## src/rtl/pixel_write_queue.sv

```systemverilog
`default_nettype none
// ============================================================================
//  Module      : pixel_write_queue
//  Description : Pixel sink between the drawing FSMs and the framebuffer RAM
//                write port. Range-checks each plotted pixel, linearises it to
//                a framebuffer address, buffers it in a small FIFO and drains
//                the FIFO whenever the scan arbiter grants a write slot. Also
//                provides a flush handshake and saturating drop counters.
//  Revision    : 1.0 - initial release
// ============================================================================
module pixel_write_queue #(
    parameter int DEPTH = 4,
    parameter int H_RES = 160,
    parameter int V_RES = 120
) (
    input  logic        clk,
    input  logic        reset,
    input  logic        plot,
    input  logic [7:0]  x,
    input  logic [6:0]  y,
    input  logic [2:0]  color,
    output logic        busy,
    input  logic        mem_ready,
    output logic        mem_we,
    output logic [14:0] mem_addr,
    output logic [2:0]  mem_data,
    input  logic        flush_req,
    output logic        flush_done,
    output logic [7:0]  oob_count,
    output logic [7:0]  ovf_count
);

    // Pointer, occupancy and level widths. Occupancy must represent DEPTH,
    // and the busy level (occupancy + stage-1 pixel) one more bit again.
    localparam int c_AW = (DEPTH > 1) ? $clog2(DEPTH) : 1;
    localparam int c_CW = c_AW + 1;
    localparam int c_SW = c_CW + 1;
    // FIFO entry is {addr[14:0], color[2:0]}
    localparam int c_EW = 18;

    localparam logic [8:0]      c_X_LIM    = 9'(H_RES);
    localparam logic [7:0]      c_Y_LIM    = 8'(V_RES);
    localparam logic [14:0]     c_H_RES    = 15'(H_RES);
    localparam logic [c_SW-1:0] c_BUSY_LVL = c_SW'(DEPTH - 1);
    localparam logic [7:0]      c_SAT      = 8'hFF;

    // Flush state encoding
    localparam logic [1:0] c_ST_IDLE  = 2'd0;
    localparam logic [1:0] c_ST_DRAIN = 2'd1;
    localparam logic [1:0] c_ST_DONE  = 2'd2;

    // Stage-1 capture registers
    logic            r_s1_valid;
    logic [7:0]      r_s1_x;
    logic [6:0]      r_s1_y;
    logic [2:0]      r_s1_color;

    // FIFO state
    logic [c_EW-1:0] r_fifo [DEPTH];
    logic [c_AW-1:0] r_wr_ptr;
    logic [c_AW-1:0] r_rd_ptr;
    logic [c_CW-1:0] r_count;

    // Registered outputs
    logic            r_mem_we;
    logic [14:0]     r_mem_addr;
    logic [2:0]      r_mem_data;
    logic            r_flush_done;
    logic [7:0]      r_oob_count;
    logic [7:0]      r_ovf_count;

    // Flush FSM
    logic [1:0]      r_state;
    logic [1:0]      w_state_next;

    // Combinational helpers
    logic            w_busy;
    logic            w_accept;
    logic            w_in_range;
    logic            w_push;
    logic            w_pop;
    logic            w_drained;
    logic [14:0]     w_s1_addr;
    logic [c_EW-1:0] w_head;
    logic [c_SW-1:0] w_level;

    // Room is reserved for the pixel already in stage 1 plus the one that
    // would be captured this edge, so a full FIFO is never pushed.
    assign w_level    = {1'b0, r_count} + {{c_CW{1'b0}}, r_s1_valid};
    assign w_busy     = (w_level >= c_BUSY_LVL);
    assign w_accept   = plot & ~w_busy;
    assign w_in_range = ({1'b0, x} < c_X_LIM) && ({1'b0, y} < c_Y_LIM);

    // Linear address y*H_RES + x; the constant multiply reduces to shift-add.
    assign w_s1_addr  = ({8'd0, r_s1_y} * c_H_RES) + {7'd0, r_s1_x};

    assign w_push     = r_s1_valid;
    assign w_pop      = (r_count != '0) && mem_ready;
    assign w_head     = r_fifo[r_rd_ptr];

    // A flush is complete only once nothing is in flight anywhere upstream
    assign w_drained  = !r_s1_valid && (r_count == '0) && !w_accept;

    // Stage 1: capture accepted pixels; only in-range pixels become valid
    always_ff @(posedge clk) begin
        if (reset) begin
            r_s1_valid <= 1'b0;
            r_s1_x     <= '0;
            r_s1_y     <= '0;
            r_s1_color <= '0;
        end else begin
            r_s1_valid <= w_accept && w_in_range;
            if (w_accept) begin
                r_s1_x     <= x;
                r_s1_y     <= y;
                r_s1_color <= color;
            end
        end
    end

    // FIFO storage: contents need no reset, emptiness lives in the pointers
    always_ff @(posedge clk) begin
        if (w_push) begin
            r_fifo[r_wr_ptr] <= {w_s1_addr, r_s1_color};
        end
    end

    // FIFO pointers and occupancy; simultaneous push and pop keep the count
    always_ff @(posedge clk) begin
        if (reset) begin
            r_wr_ptr <= '0;
            r_rd_ptr <= '0;
            r_count  <= '0;
        end else begin
            if (w_push) begin
                r_wr_ptr <= r_wr_ptr + c_AW'(1);
            end
            if (w_pop) begin
                r_rd_ptr <= r_rd_ptr + c_AW'(1);
            end
            case ({w_push, w_pop})
                2'b10:   r_count <= r_count + c_CW'(1);
                2'b01:   r_count <= r_count - c_CW'(1);
                default: r_count <= r_count;
            endcase
        end
    end

    // Write port: one registered write per granted slot, address/data hold
    always_ff @(posedge clk) begin
        if (reset) begin
            r_mem_we   <= 1'b0;
            r_mem_addr <= '0;
            r_mem_data <= '0;
        end else if (w_pop) begin
            r_mem_we   <= 1'b1;
            r_mem_addr <= w_head[c_EW-1:3];
            r_mem_data <= w_head[2:0];
        end else begin
            r_mem_we   <= 1'b0;
        end
    end

    // Saturating drop counters, cleared only by reset
    always_ff @(posedge clk) begin
        if (reset) begin
            r_oob_count <= '0;
            r_ovf_count <= '0;
        end else begin
            if (w_accept && !w_in_range && (r_oob_count != c_SAT)) begin
                r_oob_count <= r_oob_count + 8'd1;
            end
            if (plot && w_busy && (r_ovf_count != c_SAT)) begin
                r_ovf_count <= r_ovf_count + 8'd1;
            end
        end
    end

    // Flush FSM state register; flush_done is registered from the next state
    always_ff @(posedge clk) begin
        if (reset) begin
            r_state      <= c_ST_IDLE;
            r_flush_done <= 1'b0;
        end else begin
            r_state      <= w_state_next;
            r_flush_done <= (w_state_next == c_ST_DONE);
        end
    end

    // Flush FSM next-state: dropping the request always returns to idle
    always_comb begin
        w_state_next = r_state;
        case (r_state)
            c_ST_IDLE: begin
                if (flush_req) begin
                    w_state_next = c_ST_DRAIN;
                end
            end
            c_ST_DRAIN: begin
                if (!flush_req) begin
                    w_state_next = c_ST_IDLE;
                end else if (w_drained) begin
                    w_state_next = c_ST_DONE;
                end
            end
            c_ST_DONE: begin
                if (!flush_req) begin
                    w_state_next = c_ST_IDLE;
                end
            end
            default: begin
                w_state_next = c_ST_IDLE;
            end
        endcase
    end

    assign busy       = w_busy;
    assign mem_we     = r_mem_we;
    assign mem_addr   = r_mem_addr;
    assign mem_data   = r_mem_data;
    assign flush_done = r_flush_done;
    assign oob_count  = r_oob_count;
    assign ovf_count  = r_ovf_count;

endmodule
`default_nettype wire

```

## config.mk

```make
export PLATFORM = sky130hd
export DESIGN_NAME = pixel_write_queue
export DESIGN_NICKNAME = d
export VERILOG_FILES = /design/src/rtl/pixel_write_queue.sv
export SDC_FILE = /design/constraint.sdc
export NUM_CORES = 1
export LEC_CHECK = 0
export ABC_AREA = 1
export BUFFER_PORTS_ARGS = -buffer_cell sky130_fd_sc_hd__buf_2
export CAP_MARGIN = 40
export CORE_ASPECT_RATIO = 1.75
export CORE_MARGIN = 3
export CORE_UTILIZATION = 40
export DETAILED_ROUTE_END_ITERATION = 10
export SYNTH_ARGS = -nofsm -noshare
export SYNTH_HDL_FRONTEND = slang
export SYNTH_SLANG_ARGS = --single-unit
```

## constraint.sdc

```tcl
create_clock -name clk -period 3 [get_ports clk]
set_clock_uncertainty 0.1 [all_clocks]
set_input_delay 0 -clock clk [delete_from_list [all_inputs] [get_ports clk]]
set_output_delay 0 -clock clk [all_outputs]
set_load 0.01 [all_outputs]
```

# == After elaboration in Yosys (flattened, before gate mapping) ==
# Memories as Yosys holds them, arrays and structs flattened. A register that Yosys moved wholly into a read port is not among the register bits.
# Cells that the tools add are included.
# totals
regBits,46
ram_bits,72
output_inout_bits,37
elab_cells,59
memories,1
# memory_table
name,words,word_bits,read_ports,rd_clocked_by_memory_dff,wr,line_no,text
r_fifo,4,18,1,1,1,59,logic [c_EW-1:0] r_fifo [DEPTH];
# classes
add_sub_neg,8
multipliers,1
magnitude_cmp,3
n_eq_ne,7
mux,9
bitwise,2
reduce_logical,16
# ops
operator,count
$add A8 B1 Y8 const B,2
$ne A8 B8 Y1 const B,2
$add A15 B8 Y15,1
$mul A7 B3 Y10 const B,1
$logic_and A1 B1 Y1,9
$lt A8 B8 Y1 const B,1
$mux W2,4
$lt A7 B7 Y1 const B,1
$eq A2 B2 Y1 const B,3
$pmux W2 S3,1
$pmux W3 S2,1
$add A2 B1 Y2 const B,2
$add A3 B1 Y4,1
$eq A2 B1 Y1 const B,2
$ge A4 B2 Y1 const B,1
$add A3 B1 Y3 const B,1
$logic_not A1 Y1,3
$logic_not A3 Y1,1
$mux W1,3
$reduce_bool A3 Y1,1
$sub A3 B1 Y3 const B,1
$logic_not A2 Y1,1
$reduce_bool A2 Y1,1
$and A1 B1 Y1,1
$not A1 Y1,1

# == Longest topological paths before layout ==
# logic_depth
depth_word,10
ltp_mapped,12
depth_no_buf,12

# == Worst setup path before layout ==
# No wires, ideal clock.
# synth_path
path_type,register to register
start,reg r_s1_y[1]
end,"mem r_fifo[0][16], data pin"
arrival_time_ns,1.902
t_required_ns,2.635
setup_slack_ns,0.733
path_stages_with_launch,10
cell_sequence,dfxtp_1 ha_1 ha_1 fa_1 xor2_1 nand3_1 nor2_1 nand2_1 nand2_1 nand2_1
# synth_between
elab_chain_cells,2
# synth_lines
item,line_no,text
from (decl),55,logic [6:0] r_s1_y;
from (signal assigned),115,r_s1_y <= y;
$mul A7 B3 Y10,95,"assign w_s1_addr = ({8'd0, r_s1_y} * c_H_RES) + {7'd0, r_s1_x};"
$add A15 B8 Y15,95,
via w_s1_addr[13],83,logic [14:0] w_s1_addr;
to (decl),59,
# The timed path passes the listed nets, and every way through them passes these cells.

# == Final worst setup path ==
# layout_path
start,reg r_s1_y[1]
end,"mem r_fifo[1][16], data pin"
# The elaborated chain is that of the path after synthesis.

==> summary.txt <==
Run status
  • Outcome: finished clean

Synth
  • Syn Nets: about 690
  • Seq/Total Area, Yosys: 0.578
  • Post-Synth Simple-Gate Area: 0.178
  • Largest family of logic cells by synthesized area: simple AND/OR/NAND/NOR gates
  • Leading post-synthesis cells by cell area: edfxtp_1, dfxtp_1, nand2_1, o21ai_0, nor2_1
  • Ys flop type: edfxtp_1
  • Compound-Gate Fraction of Synth Area: 0.122
  • Netlist Area Pre-Place: about 6000 um^2
  • Synth Area in XOR/XNOR: 0.0162
  • Post-synth top area cell: edfxtp_1
  • Synth Register Bits: 136
  • Synth Area per Inst: around 9.3 um^2
  • Share of flip-flops with an asynchronous set or reset: 0
  • Mapped Cells: approximately 640
  • Cell variety after synth: 27
  • Synth top area share: 0.363
  • Post-synthesis mux area share: 0
  • Post-synth EDFFs: roughly 70
  • Synth Area in Adders: 0.0563
  • Syn. warnings: 0

Setup path
  • Worst-path cell chain: ha_1, ha_1, fa_1, xor2_1, nand3_1, nor2_1, nand2_1, nand2_1, nand2_1
  • CP Max Fanout: 4
  • Slowest Stage Delay on Critical Path: between 400 and 500 ps
  • CP dominant cell by count: nand2_1
  • Critical Path Source Type: flip-flop
  • CP Data Required Time: between 3000 and 4000 ps
  • Crit. End Element: flip-flop
  • CP Buf/Inv Count: 0
  • Critical path type: reg -> reg
  • R2R Setup Slk: approximately 540 ps
  • CP max-delay cell: fa_1
  • Worst path top cell family by delay: adder cells
  • R2R Path End: r_fifo[1][16]
  • CP arrival: approximately 2500 ps
  • Crit. Startpoint: r_s1_y[1]
  • RR Startpoint: r_s1_y[1]
  • Cell count of the worst reg-to-reg path: 9

Clock network
  • Clock-pin slew on the worst setup and hold paths: 50 ps
  • Clock Path Buffers: 2
  • H-tree Lvls: 4
  • Number of buffers created by CTS: 17
  • Number of hold buffers added after CTS: 21
  • CTS root buffer: clkbuf_16
  • Post-CTS sizing: 0
  • CTS tree: built
  • Clk sink count: approximately 140
  • Post-CTS Setup Repair Bufs: 0
  • Worst-skew pair later-pin latency: a little over 400 ps

Timing
  • Slew Limit Fails: 0
  • Unrepaired setup endpoints after global routing: false
  • Fmax: 407 MHz
  • Final min period: approximately 2500 ps
  • Relative slew slack: 0.478
  • # setup viols final: 0
  • Final setup TNS: 0 ps
  • Final hold violations: 0
  • Final period util: 0.819
  • Worst-margin pin slew: between 700 and 800 ps

Floorplan
  • Die span in x: between 90 and 100 um
  • Chip height: 167 um
  • Initial Utilization: 0.410
  • Core Region: around 15,000 um^2
  • Row Count: 58
  • DIE AREA: 16,500 um^2
  • I/O pin total: 60

Global routing
  • Remaining global-route overflow: 0
  • Largest net degree at the start of global routing: 39
  • GRT Total Usage: 0.168
  • Antenna violations before repair: 0
  • Global-route wire length before repair: approximately 22 mm
  • Vias in the first global route: 4,683

Route
  • DR vias/cell: 5.08
  • Final WL: around 13 mm
  • Router iterations before antenna repair: 4
  • DR top layer: met4
  • Vias: 4,656
  • Drt drc: 0
  • Post-DRT Antenna Nets: 0
  • M1 WL: 5.30 mm
  • Routed wl met2: 7.43 mm
  • Metal3 WL: approximately 400 um
  • 1st-iter DRT viols: 170
  • Post-detailed-route wirelength per cell: around 15 um

Pwr
  • Pleak: approximately 3.0 nW
  • Total power: 5.06 mW
  • Worst vdd ir: around 0.44 mV
  • Pwr dens: just under 700 nW/um^2

Place
  • Dpl cells: ~860
  • Post-DP Area: about 6600 um^2
  • GPL Wtd Cong: approximately 0.80
  • Dpl hpwl: 8.95 mm
  • Buffers on Ports: roughly 60

Finish
  • Antenna cells: 0
  • Layout area overhead: 23.5%
  • FILL cells: roughly 1,300
  • Post-Layout Inst Area: 7360 um^2
  • Nets: around 770
  • Share of layout cells above drive strength 1: 0.145
  • Final core utilization: 0.507
  • Commonest non-fill, non-tap cell in the layout: nand2_1
  • Commonest non-fill, non-tap cells in the layout: nand2_1, nor2_1, o21ai_0
  • Finished Layout Cells: between 900 and 1,000

Worst hold path
  • Worst hold endpoint: r_count[0]
  • Hold_sp: mem_ready
  • Min-Delay Path Depth: 5
  • Hold Crit Class: in -> reg

Run
  • Maxcap violations: 0
==> metrics by stage <==
step,worst slack (ps),hold WS (ps)
floorplan,733,-21.1
global placement,574,143
detailed placement,564,159
CTS,550,64.1
global route,383,126
finish,542,87.9
==> synthesized netlist by cell type, types with 2 or more instances <==
library cell  count
a21oi_1          46
a31oi_1          18
buf_2            10
clkbuf_1         13
dfxtp_1          64
edfxtp_1         72
fa_1              3
ha_1             22
inv_1            45
nand2_1         117
nand3_1          27
nand3b_1          2
nand4_1           7
nor2_1           95
nor3_1            3
o21ai_0          77
xnor2_1           3
xor2_1            8
==> layout make-up <==
class	count	area [um^2]	share of cell area
clock buffers	21	470	0.0639
clock inverters	11	123	0.0167
inverters	46	173	0.0235
multi-input cells	433	2220	0.302
flip-flops and latches	136	3440	0.468
well taps	180	225	0.0306
repair buffers	90	701	0.0952
==> where the power goes <==
group | switching (mW) | total [mW] | internal (mW)
registers | 0.0821 | 2.21 | 2.13
logic | 0.506 | 0.801 | 0.295
clock network | 0.760 | 2.05 | 1.29
total | 1.35 | 5.06 | 3.71
==> sequential cells by signal, indices dropped and copies added (netlist names), 3 cells and up <==
register,cells
r_fifo,72
mem_addr,15
oob_count,8
ovf_count,8
r_s1_x,8
r_s1_y,7
mem_data,3
r_count,3
r_s1_color,3
==> routing by layer <==
| metal | global-route usage | up-vias |
|---|---|---|
| met2 | 0.320 | 90 |
| met3 | 0.0375 | 23 |
| met1 | 0.177 | 2197 |
| met5 | 0 | - |
| li1 | - | 2346 |
| met4 | 0.0630 | 0 |
==> cell families after synthesis <==
group	Yosys count
xor gates and xnor gates	11
adders and majority gates	25
DFF	136
and+or+nand+nor	256
AOI/OAI and AO/OA	141
buffers and inverters	72
==> worst max-delay path by stage <==
stage | cells past startpoint | endpoint
finish | 9 | r_fifo[1][16]
global route | 9 | r_fifo[1][16]
CTS | 9 | r_fifo[2][16]
detailed placement | 9 | r_fifo[3][16]
global placement | 9 | r_fifo[1][16]
floorplan | 9 | r_fifo[0][16]
==> tightest hold or removal path: stages <==
cell     delay, ps
buf_2           70
inv_1           40
nor2_2         140
ha_1           210
a21oi_1         80
(Power assumes the default switching activity.)
